### src/rtl/pin_route_sequencer.sv
// pin_route_sequencer
// Break-before-make sequencer for the board pin routing multiplexers.
// A change on sel[g] puts pin group g into high-Z (guard), waits GUARD_CYCLES,
// flips route[g], waits SETTLE_CYCLES, then releases the group. One shared
// sequencer serves the four groups in round-robin order.
//
// Optional feature macro: PIN_ROUTE_SEQ_LOCK_EN
//   When defined, a pending group is only granted while the core drives none
//   of its pins (pin_dir & GROUPn_MASK == 0). When undefined, pin_dir is unused.
module pin_route_sequencer #(
  parameter logic [15:0] GUARD_CYCLES  = 16'd64,
  parameter logic [15:0] SETTLE_CYCLES = 16'd16,
  parameter logic [31:0] GROUP0_MASK   = 32'h0F00_0000,
  parameter logic [31:0] GROUP1_MASK   = 32'h00FF_0000,
  parameter logic [31:0] GROUP2_MASK   = 32'h0000_0400,
  parameter logic [31:0] GROUP3_MASK   = 32'hC000_0000
) (
  input  logic        clock,
  input  logic        reset,
  input  logic [3:0]  sel,
  input  logic [31:0] pin_dir,
  output logic [3:0]  route,
  output logic [3:0]  guard,
  output logic [31:0] pin_force_z,
  output logic        busy
);

  typedef enum logic [1:0] {
    IDLE   = 2'd0,
    DRAIN  = 2'd1,
    APPLY  = 2'd2,
    SETTLE = 2'd3
  } state_t;

  state_t      state;
  logic [1:0]  cur;
  logic [1:0]  rr;
  logic [15:0] cnt;

  logic [3:0]  pending;
  logic [3:0]  eligible;
  logic        grant_vld;
  logic [1:0]  grant_grp;

  // Pin mask belonging to a group index.
  function automatic logic [31:0] group_mask(input logic [1:0] g);
    logic [31:0] m;
    case (g)
      2'd0:    m = GROUP0_MASK;
      2'd1:    m = GROUP1_MASK;
      2'd2:    m = GROUP2_MASK;
      default: m = GROUP3_MASK;
    endcase
    return m;
  endfunction

  // First requesting group scanning start, start+1, start+2, start+3 (mod 4).
  // Returns {valid, group}.
  function automatic logic [2:0] rr_pick(input logic [3:0] req, input logic [1:0] start);
    logic       found;
    logic [1:0] grp;
    logic [1:0] idx;
    found = 1'b0;
    grp   = 2'd0;
    for (int i = 0; i < 4; i++) begin
      idx = start + i[1:0];
      if (!found && req[idx]) begin
        found = 1'b1;
        grp   = idx;
      end
    end
    return {found, grp};
  endfunction

  // A group is pending whenever its requested and applied routes differ.
  assign pending = sel ^ route;

`ifdef PIN_ROUTE_SEQ_LOCK_EN
  // Hold off a group while the core still drives any of its pins.
  always_comb begin
    eligible = '0;
    for (int g = 0; g < 4; g++) begin
      eligible[g] = pending[g] && ((pin_dir & group_mask(g[1:0])) == 32'h0);
    end
  end
`else
  // Every pending group may be granted; pin direction plays no part.
  logic unused_pin_dir;
  assign unused_pin_dir = ^pin_dir;
  always_comb begin
    eligible = pending;
  end
`endif

  // Round-robin arbitration among eligible groups, starting at rr.
  always_comb begin
    {grant_vld, grant_grp} = rr_pick(eligible, rr);
  end

  // Pins of the guarded group are forced to high-Z.
  always_comb begin
    pin_force_z = 32'h0;
    for (int g = 0; g < 4; g++) begin
      if (guard[g]) pin_force_z = pin_force_z | group_mask(g[1:0]);
    end
  end

  // Sequencer FSM: grant, drain, apply route, settle, release.
  always_ff @(posedge clock) begin
    if (reset) begin
      state <= IDLE;
      cur   <= 2'd0;
      rr    <= 2'd0;
      cnt   <= 16'd0;
      route <= 4'b0000;
      guard <= 4'b0000;
      busy  <= 1'b0;
    end else begin
      case (state)
        IDLE: begin
          if (grant_vld) begin
            cur   <= grant_grp;
            guard <= 4'b0001 << grant_grp;
            cnt   <= GUARD_CYCLES - 16'd1;
            busy  <= 1'b1;
            state <= DRAIN;
          end
        end
        DRAIN: begin
          if (cnt == 16'd0) begin
            state <= APPLY;
          end else begin
            cnt <= cnt - 16'd1;
          end
        end
        APPLY: begin
          // sel is sampled here; if it reverted during DRAIN this is a no-op.
          route[cur] <= sel[cur];
          cnt        <= SETTLE_CYCLES - 16'd1;
          state      <= SETTLE;
        end
        SETTLE: begin
          if (cnt == 16'd0) begin
            guard <= 4'b0000;
            rr    <= cur + 2'd1;
            busy  <= 1'b0;
            state <= IDLE;
          end else begin
            cnt <= cnt - 16'd1;
          end
        end
        default: begin
          state <= IDLE;
          guard <= 4'b0000;
          busy  <= 1'b0;
        end
      endcase
    end
  end

`ifndef SYNTHESIS
  // Only one group may be in high-Z at a time.
  guard_onehot_a: assert property (@(posedge clock) disable iff (reset) $onehot0(guard));
  // busy mirrors the non-IDLE state.
  busy_state_a: assert property (@(posedge clock) disable iff (reset) busy == (state != IDLE));
`endif

endmodule

### config.mk
export PLATFORM = sky130hd
export DESIGN_NAME = pin_route_sequencer
export DESIGN_NICKNAME = d
export VERILOG_FILES = /design/src/rtl/pin_route_sequencer.sv
export SDC_FILE = /design/constraint.sdc
export NUM_CORES = 1
export LEC_CHECK = 0
export CORE_ASPECT_RATIO = 0.5
export CORE_UTILIZATION = 48
export CTS_CLUSTER_SIZE = 20
export DETAILED_ROUTE_END_ITERATION = 12
export GPL_TIMING_DRIVEN = 0
export PLACE_DENSITY = 0.87
export SLEW_MARGIN = 10
export SYNTH_ARGS = -nofsm -noshare
export SYNTH_HDL_FRONTEND = slang
export SYNTH_SLANG_ARGS = --single-unit
### constraint.sdc
create_clock -name clock -period 3.85 [get_ports clock]
set_clock_uncertainty 0.05 [all_clocks]
set_input_delay 0.5775 -clock clock [delete_from_list [all_inputs] [get_ports clock]]
set_output_delay 0.5775 -clock clock [all_outputs]
set_load 0.02 [all_outputs]
==> impl_metrics.env <==
export IMPL_cts_buffers=5
export IMPL_die_area_um2=4570
export IMPL_track_usage=0.203
export IMPL_final_setup_tns_ns=0
export IMPL_maxCapViolCount=0
export IMPL_wire_per_inst_um=13.4
export IMPL_worstSetupStartpoint="sel[2]"
export IMPL_yosys_register_bits=31
export IMPL_h_tree_depth=2
export IMPL_antennaDiodeCount=0
export IMPL_ir_drop_uv=214
export IMPL_area_growth_pct=26.0
export IMPL_final_layout_size_suffix_gt1_frac=0.199
export IMPL_rsz0062_at_grt="false"
export IMPL_grt_max_degree=11
export IMPL_end_kind="flip-flop"
export IMPL_vias=1847
export IMPL_place_hpwl_mm=3.33
export IMPL_clockBufferDepth=2
export IMPL_die_h_um=48.3
export IMPL_final_max_slew_violation_count=0
export IMPL_relSlewSlack=0.449
export IMPL_run_status="finished, final reports clean"
export IMPL_portBuffers=29
export IMPL_die_x_um=94.6
export IMPL_power_density_nw_per_um2=615
export IMPL_hold_start="route[1]$_SDFFE_PP0P_"
export IMPL_grt_pass1_wl_mm=7.04
export IMPL_antenna_found_initial=0
export IMPL_yosys_area_top_type="dfxtp_1"
export IMPL_worstSkewPairLatency_ns=0.29
export IMPL_rows=16
export IMPL_period_needed_ns=2.99
export IMPL_yosys_warnings=0
export IMPL_nNetsFinal=338
export IMPL_ys_seq_area_frac=0.302
export IMPL_p_leak_nw=1.08
export IMPL_cts_root_buf="clkbuf_8"
export IMPL_avgSynthCellArea_um2=8.61
export IMPL_synth_cell_types=52
export IMPL_period_share=0.775
export IMPL_min_path_type="flip-flop to flip-flop"
export IMPL_fp_coreArea_um2=4000
export IMPL_fmax_mhz=335
export IMPL_cp_start_kind="primary input"
export IMPL_grt_overflow=0
export IMPL_initial_core_util=0.514
export IMPL_timing_rr_start="route[2]$_SDFFE_PP0P_"
export IMPL_tightest_slew_ns=0.814
export IMPL_cp_max_fo=10
export IMPL_io_pins=79
export IMPL_drc=0
export IMPL_setup_violations=0
export IMPL_first_global_vias=1614
export IMPL_synth_area_leaders="dfxtp_1 (30%), buf_4 (12%), ha_1 (5.5%)"
export IMPL_drtIter0Drc=58
export IMPL_ys_dominant_reg_cell="dfxtp_1"
export IMPL_hold_buffers=0
export IMPL_clkSinkCount=31
export IMPL_ant_nets=0
export IMPL_viasPerCell=5.34
export IMPL_cts_setup_buffers=0
export IMPL_yosysTopAreaCellShare=0.302
export IMPL_post_cts_resized=0
export IMPL_path_clk_slew_ns=0.07
export IMPL_cts_tree="yes"
export IMPL_n_fill_cell=310
export IMPL_worstPathRequired_ns=4.01
export IMPL_async_flop_share=0
export IMPL_worstPathArrival_ns=3.14
export IMPL_synth_edf_count=0
export IMPL_path_class="primary input to flip-flop"
export IMPL_drt_pass1_iterations=4
export IMPL_final_hold_violation_count=0
export IMPL_place_area_um2=2470
export IMPL_synth_area_um2=2060
export IMPL_syn_inst=239
export IMPL_drt_total_wl_mm=4.63
export IMPL_design_area_um2=2590
export IMPL_place_congestion=0.807
report_power, final:
group	internal (mW)	switching (mW)
Clock	0.209	0.129
Sequential	0.382	0.0753
Combinational	0.375	0.425
through the flow:
stage / setup slack (ns) / hold slack (ns) / total power, mW / cells / utilization
2_1_floorplan: 1.58 / 0.408 / 1.03 / 255 / -
3_3_place_gp: 0.671 / 0.421 / 1.22 / 338 / 0.618
3_5_place_dp: 0.636 / 0.427 / 1.25 / 338 / 0.618
4_1_cts: 0.880 / 0.438 / 1.59 / 346 / 0.648
5_1_grt: 0.702 / 0.465 / 1.69 / 346 / 0.648
6_report: 0.864 / 0.436 / 1.59 / 346 / 0.648
worst max-delay path, cell delays in order:
cell and delay (ns):
clkdlybuf4s50_1 0.44, xnor2_1 0.30, nor4b_1 0.71, clkbuf_1 0.40, and2_1 0.23, o21bai_1 0.26, a21oi_1 0.21
cells in the final DEF (no fill, tap or decap), types with 9 or more instances in the layout:
cell,n
nand2_1,15
dfxtp_1,31
nor2_1,20
inv_1,9
conb_1,17
buf_4,32
a21oi_1,18
ha_1,9
clkdlybuf4s50_1,29
sequential cells by signal, indices dropped and copies added (netlist names):
signal,flops
cur,2
route,4
busy,1
cnt,16
guard,4
state,2
rr,2
synth_stat cells, types with 2 or more instances:
| cell type | count |
|---|---|
| or4b_2 | 2 |
| a21oi_1 | 18 |
| o41ai_1 | 3 |
| nor3_1 | 2 |
| xnor2_1 | 6 |
| xor2_1 | 3 |
| or4_1 | 5 |
| clkbuf_1 | 6 |
| ha_1 | 9 |
| dfxtp_1 | 31 |
| mux2i_1 | 5 |
| nor2b_1 | 2 |
| a32oi_1 | 2 |
| a31oi_1 | 2 |
| o221ai_1 | 2 |
| or3b_1 | 2 |
| inv_1 | 9 |
| a211oi_1 | 2 |
| nand2_1 | 15 |
| a22o_1 | 2 |
| nand2b_1 | 3 |
| nor4_1 | 2 |
| o21ai_0 | 4 |
| buf_4 | 32 |
| nand3_1 | 5 |
| o2bb2ai_1 | 2 |
| and2_1 | 3 |
| or4_2 | 2 |
| or4_4 | 2 |
| o22ai_1 | 4 |
| nor2_1 | 20 |
| o21ai_1 | 3 |
| or3_1 | 6 |
| a2111oi_0 | 3 |
| buf_6 | 3 |
final cells by class:
cell class	count	area [um^2]	share of cell area
Multi-Input combinational cell	174	1170	0.450
Sequential cell	31	621	0.239
Buffer	41	297	0.114
Timing Repair Buffer	29	290	0.112
Clock buffer	6	82.6	0.0319
Tap cell	54	67.6	0.0261
Clock inverter	2	35.0	0.0135
Inverter	9	33.8	0.0130
per-layer routing:
layer	vias up	global-route usage	wire [um]
met1	847	0.222	2050
met3	13	0.0405	213
li1	920	-	-
met4	0	0.109	97
met5	-	0	0
met2	67	0.400	2270
cells by family after synthesis:
kind of cell               synth area share
AOI/OAI and AO/OA                     0.201
xor gates and xnor gates             0.0383
adders and majority gates            0.0547
buffers and inverters                 0.161
DFF                                   0.302
muxes                                0.0353
other                               0.00182
and+or+nand+nor                       0.206
final timing paths:
check,slack [ns],end,cells after the start
setup reg to reg,1.24,cnt[15]$_SDFFE_PP0P_,6
hold reg to reg,0.44,route[1]$_SDFFE_PP0P_,2
setup / recovery,0.86,cnt[15]$_SDFFE_PP0P_,7
hold / removal,0.44,route[1]$_SDFFE_PP0P_,2
Note: power is estimated with default switching activity, not from simulation.
